[config.mk]
export PLATFORM = sky130hd
export DESIGN_NAME = float_adder_arbiter
export DESIGN_NICKNAME = d
export VERILOG_FILES = /design/src/rtl/float_adder_arbiter.sv
export SDC_FILE = /design/constraint.sdc
export NUM_CORES = 1
export LEC_CHECK = 0
export ABC_AREA = 1
export ABC_CLOCK_PERIOD_IN_PS = 6230
export CAP_MARGIN = 20
export CORE_MARGIN = 3
export CORE_UTILIZATION = 38
export CTS_CLUSTER_DIAMETER = 40
export DETAILED_ROUTE_END_ITERATION = 10
export PLACE_DENSITY = 0.76
export SLEW_MARGIN = 10
export SYNTH_ARGS = -nofsm -noshare
export SYNTH_HDL_FRONTEND = slang
export SYNTH_SLANG_ARGS = --single-unit
export TNS_END_PERCENT = 50
[constraint.sdc]
create_clock -name clock -period 6.23 [get_ports clock]
set_clock_uncertainty 0.15 [all_clocks]
set_input_delay 0.9345 -clock clock [delete_from_list [all_inputs] [get_ports clock]]
set_output_delay 0.9345 -clock clock [all_outputs]
set_load 0.005 [all_outputs]
[src/rtl/float_adder_arbiter.sv]
// rtl/float_adder_arbiter.sv - round-robin sharing of one multi-cycle bf16 adder
//
// Ports:
//   clock, reset_n              system clock, asynchronous active-low reset
//   req_valid/req_a/req_b       per-requester operands (slice i = requester i)
//   req_ready                   one-hot accept, only while idle
//   resp_valid/resp_ready       result handshake; resp_y, resp_id, resp_timeout
//   adder_a/adder_b             operands to the shared adder, held for the op
//   adder_reset                 active-high restart to the adder
//   adder_y/adder_valid         result from the shared adder
module float_adder_arbiter #(
    parameter int N_REQ      = 4,
    parameter int ID_W       = 2,
    parameter int MAX_CYCLES = 16
) (
    input  logic                  clock,
    input  logic                  reset_n,
    input  logic [N_REQ-1:0]      req_valid,
    input  logic [16*N_REQ-1:0]   req_a,
    input  logic [16*N_REQ-1:0]   req_b,
    output logic [N_REQ-1:0]      req_ready,
    output logic                  resp_valid,
    input  logic                  resp_ready,
    output logic [15:0]           resp_y,
    output logic [ID_W-1:0]       resp_id,
    output logic                  resp_timeout,
    output logic [15:0]           adder_a,
    output logic [15:0]           adder_b,
    output logic                  adder_reset,
    input  logic [15:0]           adder_y,
    input  logic                  adder_valid
);

    typedef enum logic [1:0] {
        S_IDLE,
        S_LAUNCH,
        S_RUN,
        S_DONE
    } state_t;

    localparam logic [ID_W:0] N_EXT    = (ID_W+1)'(N_REQ);
    localparam logic [7:0]    CNT_LAST = 8'(MAX_CYCLES - 1);

    state_t          state;
    state_t          state_n;
    logic [ID_W-1:0] ptr;
    logic [7:0]      cnt;

    logic [N_REQ-1:0] rot;
    logic [ID_W-1:0]  off;
    logic [ID_W:0]    sum;
    logic [ID_W:0]    sum_next;
    logic [ID_W-1:0]  win;
    logic [ID_W-1:0]  win_next;
    logic             any;
    logic             accept;
    logic [15:0]      sel_a;
    logic [15:0]      sel_b;
    logic             expire;

    // Rotate the request vector so that index ptr sits at bit 0; the lowest
    // set bit of the rotated vector is then the round-robin winner offset.
    always_comb begin
        rot = N_REQ'({req_valid, req_valid} >> ptr);
        any = |rot;
        off = '0;
        for (int k = N_REQ - 1; k >= 0; k--) begin
            if (rot[k]) begin
                off = ID_W'(k);
            end
        end
        sum = {1'b0, ptr} + {1'b0, off};
        if (sum >= N_EXT) begin
            sum = sum - N_EXT;
        end
        win      = sum[ID_W-1:0];
        sum_next = {1'b0, win} + {{ID_W{1'b0}}, 1'b1};
        if (sum_next >= N_EXT) begin
            sum_next = '0;
        end
        win_next = sum_next[ID_W-1:0];
    end

    always_comb begin
        sel_a = '0;
        sel_b = '0;
        for (int i = 0; i < N_REQ; i++) begin
            if (win == ID_W'(i)) begin
                sel_a = req_a[16*i +: 16];
                sel_b = req_b[16*i +: 16];
            end
        end
    end

    assign accept = (state == S_IDLE) && any;
    assign expire = (cnt == CNT_LAST);

    // req_ready depends on the live req_valid input, so it is also gated by
    // reset_n to stay low while the arbiter is held in reset.
    always_comb begin
        state_n     = state;
        req_ready   = '0;
        resp_valid  = 1'b0;
        adder_reset = 1'b1;
        case (state)
            S_IDLE: begin
                if (any && reset_n) begin
                    req_ready = {{(N_REQ-1){1'b0}}, 1'b1} << win;
                end
                if (accept) begin
                    state_n = S_LAUNCH;
                end
            end
            S_LAUNCH: begin
                adder_reset = 1'b0;
                state_n     = S_RUN;
            end
            S_RUN: begin
                adder_reset = 1'b0;
                if (adder_valid || expire) begin
                    state_n = S_DONE;
                end
            end
            S_DONE: begin
                resp_valid = 1'b1;
                if (resp_ready) begin
                    state_n = S_IDLE;
                end
            end
            default: state_n = S_IDLE;
        endcase
    end

    always_ff @(posedge clock or negedge reset_n) begin
        if (!reset_n) begin
            state        <= S_IDLE;
            ptr          <= '0;
            cnt          <= '0;
            adder_a      <= '0;
            adder_b      <= '0;
            resp_y       <= '0;
            resp_id      <= '0;
            resp_timeout <= 1'b0;
        end else begin
            state <= state_n;
            case (state)
                S_IDLE: begin
                    if (accept) begin
                        adder_a <= sel_a;
                        adder_b <= sel_b;
                        resp_id <= win;
                        ptr     <= win_next;
                    end
                end
                S_LAUNCH: begin
                    cnt <= '0;
                end
                S_RUN: begin
                    cnt <= cnt + 8'd1;
                    // A result arriving on the expiry cycle still wins.
                    if (adder_valid) begin
                        resp_y       <= adder_y;
                        resp_timeout <= 1'b0;
                    end else if (expire) begin
                        resp_y       <= '0;
                        resp_timeout <= 1'b1;
                    end
                end
                default: begin
                end
            endcase
        end
    end

endmodule

* Yosys cells after proc, flatten, opt, wreduce, memory -nomap -nowiden
Cells that the tools add are included.
** Storage, ports and cells
- Input bits :: 152
- Output and inout bits :: 57
- Bits in registers :: 63
** Operators by class
- Reduce and logical (&&, ||, !) cells :: 12
- Multiplexer cells :: 27
- Order comparisons :: 2
- Equality and inequality tests :: 10
- Shift operators :: 2
- Add/subtract/negate cells :: 4
** Operators with widths (count)
- $mux W16 :: 10
- $mux W2 :: 9
- $pmux W8 S2 :: 1
- $add A8 B1 Y8 const B :: 1
- $eq A2 B2 Y1 const B :: 4
- $eq A8 B4 Y1 const B :: 1
- $mux W4 :: 2
- $pmux W2 S4 :: 1
- $shr A8 B2 Y4 :: 1
- $ge A3 B3 Y1 const B :: 2
- $ne A2 B2 Y1 const B :: 3
- $eq A2 B1 Y1 const B :: 2
- $logic_not A2 Y1 :: 2
- $mux W1 :: 4
- $reduce_and A2 Y1 :: 2
- $reduce_bool A2 Y1 :: 2
- $reduce_or A4 Y1 :: 1
- $shl A1 B2 Y4 const A :: 1
- $add A2 B1 Y3 const B :: 1
- $add A2 B2 Y3 :: 1
- $reduce_and A3 Y1 :: 1
- $logic_and A1 B1 Y1 :: 2
- $reduce_or A2 Y1 :: 1
- $sub A2 B1 Y2 const B :: 1
- $logic_or A1 B1 Y1 :: 1

* Longest topological paths before layout
- Word-level depth :: 13
- Depth in mapped cells :: 20

* Worst setup path before layout
No wires, ideal clock.
- Path kind :: input to output
- Start :: input port req_valid[1]
- End :: output port req_ready[1]
- Arrival time :: 2.810 ns
- Stages :: 16
- Path slack :: 2.335 ns
- Buffers on the path :: 2
- Cell sequence :: nand2_1 nand3_1 nand2_1 nand3_1 a21boi_0 ha_1 xor2_1 inv_1 nand3_1 nand2_1 inv_1 ha_1 clkbuf_1 clkbuf_1 nand2_1 nor2_1
** On the way
- Cells in the longest elaborated chain, start to end :: 11
- Elaborated cells on any way between the ends :: 14
** RTL lines
- from (decl) :: line 18 : input logic [N_REQ-1:0] req_valid,
- $shr A8 B2 Y4 (*) :: line 64 : rot = N_REQ'({req_valid, req_valid} >> ptr);
- $mux W2 (3 in series) :: line 68 : if (rot[k]) begin
- $mux W2 (*) :: line 68
- $add A2 B2 Y3 (*) :: line 72 : sum = {1'b0, ptr} + {1'b0, off};
- $ge A3 B3 Y1 / $sub A2 B1 Y2 (equally long branches) :: line 73, 74
- $mux W2 (*) :: line 73 : if (sum >= N_EXT) begin
- named net sum[1] :: line 51 : logic [ID_W:0] sum;
- $shl A1 B2 Y4 (*) :: line 108 : req_ready = {{(N_REQ-1){1'b0}}, 1'b1} << win;
- $mux W4 (*) :: line 107 : if (any && reset_n) begin
- $mux W4 (*) :: line 105 : case (state)
- to (decl) :: line 21 : output logic [N_REQ-1:0] req_ready,
Mark *: on every way through the listed nets, which the timed path passes. The rest lies on a longest branch.

* Final worst setup path
Same ends and word-level chain as after synthesis.

==> results.json <==
{
  "status": "finished clean",
  "dieArea_mm2": 0.0113,
  "hold_end": "adder_b[2]",
  "routed_via_density": 5.03,
  "crit_buf_inv": 4,
  "drt-wirelength-per-cell_um": 15.1,
  "pin_count": 209,
  "regArea_mm2": 0.00158,
  "yosys_warnings": 0,
  "r2r_start": "ptr[0]",
  "fin_crit_sh_pct": 80.4,
  "crit_path_start_kind": "input pin",
  "grt_setup_unrepaired": "false",
  "grt_pass1_wl_mm": 19.9,
  "max_freq_mhz": 200,
  "multi_input_area_mm2": 0.00188,
  "crit_chain": "clkdlybuf4s50_1 -> nand2_1 -> nand3_1 -> nand2_1 -> nand3_1 -> a21boi_0 -> ha_1 -> xor2_1 -> inv_1 -> nand3_1 -> nand2_1 -> inv_1 -> ha_1 -> nand2_1 -> nor2_1 -> clkdlybuf4s50_1",
  "drive_gt1_share_pct": 4.27,
  "die_h_um": 106,
  "nNetsFinal": 859,
  "vias": 4185,
  "area_growth_pct": 61.9,
  "clock-root-buffer": "clkbuf_8",
  "reg2reg_to": "adder_a[3]",
  "antenna_found_initial": 0,
  "place_ws_ps": 1290,
  "grtUsageTotal_pct": 21.8,
  "drc_errors": 0,
  "worst_pin_slew_ps": 748,
  "synth_top_cell_by_area": "dfrtp_1",
  "diodes": 0,
  "die_w_um": 106,
  "synth-seq-area-share_pct": 41.4,
  "yosysTopAreaCellShare_pct": 41.4,
  "p_per_area_mw_per_mm2": 597,
  "slowest_delay_ps": 570,
  "seqPwrFrac_pct": 19.5,
  "critPathRequiredTime_ps": 5150,
  "grt_pass1_vias": 4188,
  "cp_slowest_cell": "clkdlybuf4s50_1",
  "p_int_mw": 1.97,
  "synth.top_cells.by_area": "dfrtp_1 (41%), nand2_1 (11%), a22oi_1 (6.3%), o21bai_1 (6.3%), inv_1 (5.3%)",
  "critPathTopFamily": "buffers and inverters",
  "setup_viol": 0,
  "clock_path_buffers": 2,
  "dr.pass1.iters": 5,
  "hold_start": "adder_b[2]",
  "synth_edf_count": 0,
  "busiest_layer": "met2",
  "ir_drop_mv": 0.288,
  "portBuffers": 208,
  "power_frac_comb_pct": 70.5,
  "gr-usage-met1_pct": 25.0,
  "hold_depth": 2,
  "layout_min_cycle_time_ps": 5010,
  "hpwl_mm": 9.66,
  "worstSetupPathType": "input pin to primary output",
  "synth_area_mm2": 0.00381,
  "gr-usage-met3_pct": 5.16,
  "cts_resized": 0,
  "async_reset_ff_share_pct": 100,
  "hold_viol_final": 0,
  "r2r_slack_ps": 2400,
  "post_cts.repair.setup_buffers": 0,
  "setup_slack_ps": 1220,
  "power.total_mw": 3.69,
  "core_area_mm2": 0.00950,
  "whs_ps": 331,
  "placedInstanceArea_mm2": 0.00596,
  "cts_sinks": 63,
  "synth_cell_type_count": 28,
  "num_rows": 35,
  "cts_hold_buffers": 0,
  "drt_wl_total_mm": 12.6,
  "design_area_mm2": 0.00617,
  "critPathCaptureType": "primary output",
  "crit_fanout": 10,
  "switching_share_pct": 46.5,
  "final_max_slew_viol_count": 0,
  "final_cell_mix": "clkdlybuf4s50_1 (207), nand2_1 (113), dfrtp_1 (63)",
  "synthCells": 504,
  "insertion_delay_ps": 330,
  "dp_cells": 816,
  "pwr-share-clk_pct": 9.9,
  "avgSynthCellArea_um2": 7.56,
  "p_leak_nw": 2.83,
  "htreeDepth": 3,
  "drtIter0Drc": 142,
  "cts_tree": "built",
  "initial_core_util_pct": 40.1,
  "instances_no_fill": 832,
  "hold_path.class": "register to register",
  "numCtsBuffers": 9,
  "yosys_register_bits": 63,
  "final_antenna_net_count": 0,
  "final_common_cell": "clkdlybuf4s50_1",
  "synth_top_flop_cell": "dfrtp_1",
  "setup_tns_ps": 0,
  "p_sw_mw": 1.72,
  "grt_max_degree": 65,
  "grtUsageMet2_pct": 40.3,
  "relSlewSlack_pct": 49.9,
  "gp_congestion": 0.813,
  "crit_arrival_ps": 3920,
  "r2r.worst_path.cells": 18,
  "overflow": 0,
  "cp_common_cell": "nand2_1",
  "fillerInstances": 814,
  "synth_nets": 665,
  "maxCapViolations": 0,
  "path_clk_slew_ps": 60,
  "fin_util_pct": 65.0
}
[power by group through the flow]
| stage | clock network (mW) | registers [mW] | logic [mW] |
|---|---|---|---|
| 6_report | 0.366 | 0.720 | 2.60 |
| 5_1_grt | 0.392 | 0.742 | 2.93 |
| 4_1_cts | 0.375 | 0.718 | 2.63 |
| 3_5_place_dp | 0 | 0.723 | 2.62 |
| 3_3_place_gp | 0 | 0.712 | 2.54 |
| 2_1_floorplan | 0 | 0.721 | 1.72 |
[tightest hold or removal path, delay by kind of cell (launching register included)]
kind             cells  cell delay, ps
flip-flops           1             340
AO/OA/AOI/OAI        1              60
AND/OR/NAND/NOR      1              50
[flip-flops by register name (all words and copies together), names as in the netlist]
name          count
adder_a          16
adder_b          16
resp_y           16
cnt               8
ptr               2
resp_id           2
state             2
resp_timeout      1
[metal layers]
layer  wire (µm)  vias to the layer above
met5           0                        -
met4         211                        0
met3         956                       19
met2        6470                      173
met1        4920                     1931
li1            -                     2062
[final cells by class]
class	count	area share (%)
repair buffers	215	34.5
clock inverters	3	0.649
clock buffers	13	2.74
inverters	57	3.47
flip-flops and latches	63	25.5
well taps	129	2.61
multi-input cells	352	30.5
[cells in the mapped netlist (2+ instances only)]
cell / count
a22o_1: 16
or2_2: 2
clkbuf_2: 3
nor2_1: 46
nand2_1: 113
a31oi_1: 2
inv_1: 54
o21bai_1: 32
buf_2: 4
clkinv_1: 2
ha_1: 9
dfrtp_1: 63
o21ai_0: 35
a22oi_1: 32
nor3_1: 2
o21ai_1: 5
clkbuf_1: 20
a21oi_1: 36
nand3_1: 16
buf_4: 4
[logic make-up after synthesis]
family,synth area share (%)
AOI/OAI and AO/OA,27.2
DFF,41.4
buffers and inverters,9.39
xor gates and xnor gates,0.230
and+or+nand+nor,18.9
adders and majority gates,2.95
[how the worst max path moves through the flow]
stage	depth (start not counted)	from	slack [ps]	end
after floorplan	16	req_valid[1]	2340	req_ready[1]
after global placement	16	req_valid[1]	1420	req_ready[1]
after detailed placement	16	req_valid[1]	1290	req_ready[1]
after CTS	16	req_valid[1]	1280	req_ready[1]
after global routing	16	req_valid[1]	960	req_ready[1]
final	16	req_valid[1]	1220	req_ready[1]
No activity file was read; power rests on OpenSTA's default activity.
